===== src/rtl/div32_seq_if.sv =====
// div32_seq_if: request/response handshake bundle for the div32_seq sequencer (in_signed only with DIV_SEQ_SIGNED_EN).
interface div32_seq_if;
    logic        in_valid;
    logic        in_ready;
    logic [31:0] in_dividend;
    logic [31:0] in_divisor;
`ifdef DIV_SEQ_SIGNED_EN
    logic        in_signed;
`endif
    logic        out_valid;
    logic        out_ready;
    logic [31:0] out_quot;
    logic [31:0] out_rem;
    logic        out_dz;
    logic        out_err;

    modport master (
`ifdef DIV_SEQ_SIGNED_EN
        output in_signed,
`endif
        output in_valid, in_dividend, in_divisor, out_ready,
        input  in_ready, out_valid, out_quot, out_rem, out_dz, out_err
    );

    modport slave (
`ifdef DIV_SEQ_SIGNED_EN
        input  in_signed,
`endif
        input  in_valid, in_dividend, in_divisor, out_ready,
        output in_ready, out_valid, out_quot, out_rem, out_dz, out_err
    );
endinterface


===== src/rtl/div32_seq.sv =====
// div32_seq: request/response sequencer around the div32 iterative core; signed support via DIV_SEQ_SIGNED_EN.
module div32_seq #(
    parameter int WDOG_CYC = 40
) (
    input  logic        clk,
    input  logic        rst_n,
    div32_seq_if.slave  bus,
    output logic        div_start,
    output logic [31:0] div_dividend,
    output logic [31:0] div_divisor,
    input  logic        div_done,
    input  logic [31:0] div_quot,
    input  logic [31:0] div_rem
);
    typedef enum logic [1:0] {IDLE, RUN, RESP} state_t;

    state_t      state, state_next;
    logic [7:0]  cnt;
    logic        dz;
    logic        wdog;
    logic [31:0] mag_a, mag_b, res_q, res_r;

    assign dz            = bus.in_divisor == 32'd0;
    assign wdog          = cnt == 8'(WDOG_CYC - 1);
    assign bus.in_ready  = state == IDLE;
    assign bus.out_valid = state == RESP;

`ifdef DIV_SEQ_SIGNED_EN
    logic neg_q, neg_r;

    assign mag_a = (bus.in_signed && bus.in_dividend[31]) ? -bus.in_dividend : bus.in_dividend;
    assign mag_b = (bus.in_signed && bus.in_divisor[31]) ? -bus.in_divisor : bus.in_divisor;
    assign res_q = neg_q ? -div_quot : div_quot;
    assign res_r = neg_r ? -div_rem : div_rem;

    // Remember which result signs need fixing once the unsigned core finishes
    always_ff @(posedge clk or negedge rst_n) begin
        if (!rst_n) begin
            neg_q <= 1'b0;
            neg_r <= 1'b0;
        end else if (state == IDLE && bus.in_valid) begin
            neg_q <= bus.in_signed && (bus.in_dividend[31] ^ bus.in_divisor[31]);
            neg_r <= bus.in_signed && bus.in_dividend[31];
        end
    end
`else
    assign mag_a = bus.in_dividend;
    assign mag_b = bus.in_divisor;
    assign res_q = div_quot;
    assign res_r = div_rem;
`endif

    // State register
    always_ff @(posedge clk or negedge rst_n) begin
        if (!rst_n) state <= IDLE;
        else        state <= state_next;
    end

    // Next state: divide-by-zero skips the core, RUN ends on done or watchdog
    always_comb begin
        state_next = state;
        case (state)
            IDLE:    if (bus.in_valid) state_next = dz ? RESP : RUN;
            RUN:     if (div_done || wdog) state_next = RESP;
            RESP:    if (bus.out_ready) state_next = IDLE;
            default: state_next = IDLE;
        endcase
    end

    // Operand launch, core start control, watchdog and result capture
    always_ff @(posedge clk or negedge rst_n) begin
        if (!rst_n) begin
            div_start    <= 1'b0;
            div_dividend <= 32'd0;
            div_divisor  <= 32'd0;
            cnt          <= 8'd0;
            bus.out_quot <= 32'd0;
            bus.out_rem  <= 32'd0;
            bus.out_dz   <= 1'b0;
            bus.out_err  <= 1'b0;
        end else begin
            case (state)
                IDLE: if (bus.in_valid) begin
                    if (dz) begin
                        bus.out_quot <= 32'hFFFF_FFFF;
                        bus.out_rem  <= bus.in_dividend;
                        bus.out_dz   <= 1'b1;
                    end else begin
                        div_dividend <= mag_a;
                        div_divisor  <= mag_b;
                        div_start    <= 1'b1;
                        cnt          <= 8'd0;
                    end
                end
                RUN: begin
                    cnt <= cnt + 8'd1;
                    if (div_done) begin
                        bus.out_quot <= res_q;
                        bus.out_rem  <= res_r;
                        div_start    <= 1'b0;
                    end else if (wdog) begin
                        bus.out_quot <= 32'd0;
                        bus.out_rem  <= 32'd0;
                        bus.out_err  <= 1'b1;
                        div_start    <= 1'b0;
                    end
                end
                RESP: if (bus.out_ready) begin
                    bus.out_dz  <= 1'b0;
                    bus.out_err <= 1'b0;
                end
                default: ;
            endcase
        end
    end
endmodule


===== src/flat_wrapper.sv =====
// flat-port wrapper written by rule: the top's interface ports become plain ports
module div32_seq_flat 
#(
    parameter int WDOG_CYC = 40
)
  (clk, rst_n, div_start, div_dividend, div_divisor, div_done, div_quot, div_rem, bus_in_valid, bus_in_dividend, bus_in_divisor, bus_out_ready, bus_in_ready, bus_out_valid, bus_out_quot, bus_out_rem, bus_out_dz, bus_out_err);
  div32_seq_if bus_i ();
  input  logic clk;
  input  logic rst_n;
  output logic div_start;
  output logic [31:0] div_dividend;
  output logic [31:0] div_divisor;
  input  logic div_done;
  input  logic [31:0] div_quot;
  input  logic [31:0] div_rem;
  input wire logic [$bits(bus_i.in_valid)-1:0] bus_in_valid;
  input wire logic [$bits(bus_i.in_dividend)-1:0] bus_in_dividend;
  input wire logic [$bits(bus_i.in_divisor)-1:0] bus_in_divisor;
  input wire logic [$bits(bus_i.out_ready)-1:0] bus_out_ready;
  output wire logic [$bits(bus_i.in_ready)-1:0] bus_in_ready;
  output wire logic [$bits(bus_i.out_valid)-1:0] bus_out_valid;
  output wire logic [$bits(bus_i.out_quot)-1:0] bus_out_quot;
  output wire logic [$bits(bus_i.out_rem)-1:0] bus_out_rem;
  output wire logic [$bits(bus_i.out_dz)-1:0] bus_out_dz;
  output wire logic [$bits(bus_i.out_err)-1:0] bus_out_err;
  assign bus_i.in_valid = bus_in_valid;
  assign bus_i.in_dividend = bus_in_dividend;
  assign bus_i.in_divisor = bus_in_divisor;
  assign bus_i.out_ready = bus_out_ready;
  assign bus_in_ready = bus_i.in_ready;
  assign bus_out_valid = bus_i.out_valid;
  assign bus_out_quot = bus_i.out_quot;
  assign bus_out_rem = bus_i.out_rem;
  assign bus_out_dz = bus_i.out_dz;
  assign bus_out_err = bus_i.out_err;
  div32_seq #(.WDOG_CYC(WDOG_CYC)) u_core (.clk(clk), .rst_n(rst_n), .bus(bus_i), .div_start(div_start), .div_dividend(div_dividend), .div_divisor(div_divisor), .div_done(div_done), .div_quot(div_quot), .div_rem(div_rem));
endmodule

===== config.mk =====
export PLATFORM = sky130hd
export DESIGN_NAME = div32_seq_flat
export DESIGN_NICKNAME = d
export VERILOG_FILES = /design/src/rtl/div32_seq_if.sv /design/src/rtl/div32_seq.sv /design/src/flat_wrapper.sv
export SDC_FILE = /design/constraint.sdc
export NUM_CORES = 1
export LEC_CHECK = 0
export ABC_CLOCK_PERIOD_IN_PS = 1900
export CAP_MARGIN = 15
export CORE_AREA = 2 2 163 165
export DETAILED_ROUTE_END_ITERATION = 8
export DIE_AREA = 0 0 165 167
export SYNTH_ARGS = -nofsm -noshare
export SYNTH_HDL_FRONTEND = slang
export SYNTH_SLANG_ARGS = --single-unit

===== constraint.sdc =====
create_clock -name clk -period 1.9 [get_ports clk]
set_clock_uncertainty 0.05 [all_clocks]
set_input_delay 0.19 -clock clk [delete_from_list [all_inputs] [get_ports clk]]
set_output_delay 0.19 -clock clk [all_outputs]
set_load 0.05 [all_outputs]

# After elaboration in Yosys (flattened, before gate mapping)
# Index checks and enable logic that the tools add are counted.
word_totals:
  ff_bits: 141
  elab_cells: 64
op_classes:
  add_sub_neg: 1
  n_eq_ne: 11
  n_mux: 29
  n_bitwise: 1
  n_reduce_logical: 13
ops:
  columns: ["cell", "count"]
  rows:
  - ["two-way mux 32 bit", 7]
  - ["one-hot mux 32 bit (2 select lines)", 2]
  - ["zero test 32 bit", 1]
  - ["two-way mux 8 bit", 2]
  - ["one-hot mux 8 bit (2 select lines)", 1]
  - ["AND reduction 4 bit", 4]
  - ["two-way mux 1 bit", 9]
  - ["AND reduction 3 bit", 3]
  - ["adder 8 x 1 -> 8 bit (second input constant)", 1]
  - ["equality test 8 x 6 -> 1 bit (second input constant)", 1]
  - ["two-way mux 2 bit", 4]
  - ["inequality test 2 bit (second input constant)", 4]
  - ["inequality test 2 x 1 -> 1 bit (second input constant)", 3]
  - ["one-hot mux 1 bit (2 select lines)", 3]
  - ["one-hot mux 2 bit (3 select lines)", 1]
  - ["nonzero test 2 bit", 3]
  - ["inequality test 3 x 2 -> 1 bit (second input constant)", 1]
  - ["equality test 2 x 1 -> 1 bit (second input constant)", 1]
  - ["equality test 2 bit (second input constant)", 1]
  - ["zero test 2 bit", 1]
  - ["logical OR 1 bit", 1]
  - ["NOT 1 bit", 1]

# Depth between registers and ports, before layout
# Gate-level depths: netlist of run 1.
depth:
  word_depth: 4
  ltp_mapped: 7
  ltp_nobuf: 5

# Least setup slack after synthesis of run 1
# No wires, ideal clock.
synth_timing:
  kind: "flip-flop to flip-flop"
  start: "register u_core.cnt[0]"
  end: "register u_core.bus.out_rem[10]"
  setup_time_ps: 125
  t_arrival_ps: 1776
  setup_slack_ps: -51
  stages_incl_launch_ff: 7
  synth_period_minus_slack_ps: 1951
  path_cell_list: "dfrtp_1 > ha_1 > nand3_1 > o21ai_4 > a32oi_4 > buf_6 > mux2_4"
synth_via:
  elab_chain_cells: 3
synth_rtl:
  columns: ["item", "line_no", "rtl"]
  rows:
  - ["from (decl)", "div32_seq.sv:18", "logic [7:0] cnt;"]
  - ["from (signal assigned)", "div32_seq.sv:96", "cnt <= cnt + 8'd1;"]
  - ["equality test 8 x 6 -> 1 bit", "div32_seq.sv:24", "assign wdog = cnt == 8'(WDOG_CYC - 1);"]
  - ["inequality test 3 x 2 -> 1 bit (no line)", null, null]
  - ["AND reduction 4 bit (no line)", null, null]
  - ["to (signal assigned)", "div32_seq.sv:86", "bus.out_rem <= bus.in_dividend;"]
  - ["to (signal assigned)", "div32_seq.sv:99", "bus.out_rem <= res_r;"]
  - ["to (decl)", "div32_seq_if.sv:30", "output in_ready, out_valid, out_quot, out_rem, out_dz, out_err"]
# No other way between the ends.
# A chain may end at the register's enable or synchronous reset.

# Worst setup path after layout of run 1
layout_timing:
  start: "register u_core.cnt[4]"
  end: "register u_core.bus.out_quot[24]"
layout_via:
  elab_chain_cells: 3
layout_rtl:
  columns: ["item", "line_no", "rtl"]
  rows:
  - ["equality test 8 x 6 -> 1 bit", "div32_seq.sv:24", null]
  - ["inequality test 3 x 2 -> 1 bit (no line)", null, null]
  - ["AND reduction 4 bit (no line)", null, null]
  - ["to (signal assigned)", "div32_seq.sv:98", "bus.out_quot <= res_q;"]
  - ["to (decl)", "div32_seq_if.sv:30", null]
# No other way between the ends.

==> metrics, run 1 <==
Avg Vias per Cell=4.48; Slew headroom=0.537; area delta synth->final=63.5%; Hold Path Depth=4; number of routed nets with antenna violations=0; global-route wire length before repair=30700 um; Tmin final=2.03 ns; initial antenna violation count=0; Worst-Skew Late Latency=0.42 ns; clock buffer depth=2; Setup-failing EPs final=65; CP max stage delay=0.56 ns; placed cell area=9700 um2; slowest CP cell=or4_4; Synth Area in Compound Gates=0.0967; status=finished, violations left; initial core utilization=0.247; total of fill cells in the finished design=2513; Crit path depth=6; DRC=0; Die H=167 um; Combinational Power Share=0.590; row count=59; most common cell after layout, fill and taps aside=clkdlybuf4s50_1; Worst Setup Start Kind=flip-flop; most frequent cells in the layout=clkdlybuf4s50_1, dfrtp_1, nand2_1; Port Buffers=265; WP buf/inv=2; GR Overflow Total=0; P_leak=4.53 nW; Num CTS Buffers=17; H-tree depth=4; delay-heaviest family, CP=simple AND/OR/NAND/NOR gates; Int Pwr=0.0115 W; Synthesis Warnings=0; total track usage=0.143; Non-Filler Instances=1186; synthesis-stage register bit count=141; Hold Crit Class=in -> reg; Top FF cell, synth=dfrtp_1; HPWL Detailed=13800 um; Die ar.=27600 um2; CORE AREA=25800 um2; cells after synthesis=552; Mapped Nets=686; Nets=973; CP arrival=2.30 ns; asr flop ratio synth=1.00; Switching Fraction=0.463; final worst slack=-0.125 ns; worst-case vdd ir drop=1.11 mV; I/O pin cnt=266; main combinational cell family by area after synthesis=multiplexers; element type at the critical path end=flip-flop; Clk pwr share=0.164; Reg2Reg Depth=6; Routability Congestion=0.751; Sequential Power Share=0.246; First-pass DRT Iterations=4; vias in the first global route=5503; worst-path fanout max=34; CTS tree=built; Pwr Total=0.0214 W; Worst-path clk slew=0.07 ns; Post-Synth Simple-Gate Area=0.115; Sw Pwr=0.00991 W; EDFF count, synth=0; Final Util=0.403; Synth Area in XOR/XNOR=0; Hold Vio Cnt, Final=0; routed vias=5316; Finished Cell Area=10400 um2; DR iter-0 viols=440; Yosys cell types=38; fin crit share=1.07; worst-path cell chain=or4_4 > o21ai_4 > a32oi_4 > buf_12 > buf_12 > a22oi_2; Worst Max-Slew Pin Slew=0.693 ns; Placed Instances=1153; Post-Syn Area=6350 um2; RSZ-0062 raised after global routing=yes; Fmax=494 MHz; adder-cell share of the synthesized area=0.00197; Post-Route WL=19800 um; clock root cell=clkbuf_16; n_diodes=0; Syn Area/Cell=11.5 um2; flop2flop setup slack=-0.13 ns; clock tree sinks=141; PD cells=2060 nW/um2; violations in the final reports=negative setup slack; Max Slew Vio Count=0; max cap viols=0; Die X=165 um; largest net degree at the start of global routing=78; sequential area share after synthesis=0.556; CP Class=reg -> reg; mux cell area share after synthesis=0.188; wire length per cell=16.7 um; share of layout cells above drive strength 1=0.229; Worst Path Required=2.18 ns; Worst path most repeated cell=buf_12
## kinds of logic after synthesis
family | Yosys count
AND/OR/NAND/NOR | 165
flip-flops | 141
multiplexers | 97
AO/OA/AOI/OAI | 90
buffers and inverters | 58
adder cells (fa/ha/maj) | 1
## tightest hold or removal path, cell delays in order
cell	delay (ns)
buf_2	0.12
buf_12	0.20
nand2_1	0.08
a22oi_1	0.05
## metal layers
layer | wire length (um) | part of all wire | global-route usage
met1 | 8730 | 0.44 | 0.184
met5 | 0 | 0 | 0
met4 | 409 | 0.021 | 0.0510
met3 | 1420 | 0.072 | 0.0401
met2 | 9270 | 0.47 | 0.228
## power groups by stage
stage / Clock (W) / Sequential (W) / Combinational, W
4_1_cts: 0.00362 / 0.00528 / 0.0128
2_1_floorplan: 0 / 0.0102 / 0.00324
3_3_place_gp: 0 / 0.00528 / 0.0126
6_report: 0.00350 / 0.00527 / 0.0126
5_1_grt: 0.00374 / 0.00547 / 0.0133
3_5_place_dp: 0 / 0.00530 / 0.0127
## layout make-up
class | instances | area, um2 | share of cell area
well taps | 335 | 419 | 0.0404
flip-flops and latches | 141 | 3530 | 0.340
multi-input cells | 353 | 2620 | 0.252
inverters | 16 | 60.1 | 0.00578
clock buffers | 19 | 453 | 0.0436
repair buffers | 310 | 3150 | 0.303
clock inverters | 12 | 160 | 0.0154
## synthesized netlist by cell type (2+ instances only)
| cell | count | share of area |
|---|---|---|
| buf_1 | 3 | 0.0018 |
| mux2_4 | 27 | 0.064 |
| o221ai_1 | 4 | 0.0055 |
| buf_6 | 3 | 0.0053 |
| buf_2 | 15 | 0.012 |
| and4_1 | 2 | 0.0028 |
| nand2_1 | 102 | 0.060 |
| dfrtp_1 | 141 | 0.56 |
| inv_1 | 16 | 0.0095 |
| nand3_1 | 36 | 0.028 |
| nor2_1 | 4 | 0.0024 |
| nor2b_1 | 2 | 0.0020 |
| a21oi_1 | 24 | 0.019 |
| clkbuf_1 | 18 | 0.011 |
| a22oi_1 | 33 | 0.039 |
| o21ai_0 | 18 | 0.014 |
| mux2_2 | 69 | 0.12 |
| nor3_1 | 4 | 0.0032 |
| buf_4 | 3 | 0.0035 |
| nor4_1 | 10 | 0.0099 |
## worst paths after layout
path	from	end
min in group asynchronous	rst_n	u_core.bus.out_err
hold reg to reg	u_core.div_dividend[1]	u_core.div_dividend[1]
setup reg to reg	u_core.cnt[4]	u_core.bus.out_quot[24]
hold / removal	div_done	u_core.bus.out_quot[29]
max in group asynchronous	rst_n	u_core.div_dividend[24]
setup / recovery	u_core.cnt[4]	u_core.bus.out_quot[24]
## sequential cells by signal, indices dropped and copies added, names as in the netlist
| register | count |
|---|---|
| u_core.bus.out_quot | 32 |
| u_core.state | 2 |
| u_core.cnt | 8 |
| u_core.bus.out_rem | 32 |
| u_core.bus.out_dz | 1 |
| u_core.div_divisor | 32 |
| u_core.bus.out_err | 1 |
| u_core.div_start | 1 |
| u_core.div_dividend | 32 |
## per-stage QoR
stage               hold WS [ns]  setup WS (ns)  TNS, ns
finish                     0.234         -0.125    -5.52
global route               0.233         -0.205   -10.66
global placement           0.176         -0.521   -62.51
CTS                        0.216         -0.118    -6.15
floorplan                 -0.156        -0.0276   -0.688
detailed placement         0.174         -0.513   -60.72
## timing repair
| action | CTS | global route |
|---|---|---|
| gates resized for setup | 12 | 4 |
| endpoints found under the hold margin | 141 | 0 |
| pin swaps | 0 | 0 |
| endpoints found under the setup margin | 131 | 124 |
| hold buffers | 1 | 0 |
| setup buffers | 1 | 0 |
No activity file was read; power rests on OpenSTA's default activity.
==> inputs of run 2 (changes only) <==
Settings changed: SLEW_MARGIN from default to 10.
==> results of run 2 <==
No change in the layout: final DEF, timing and power equal those of run 1.
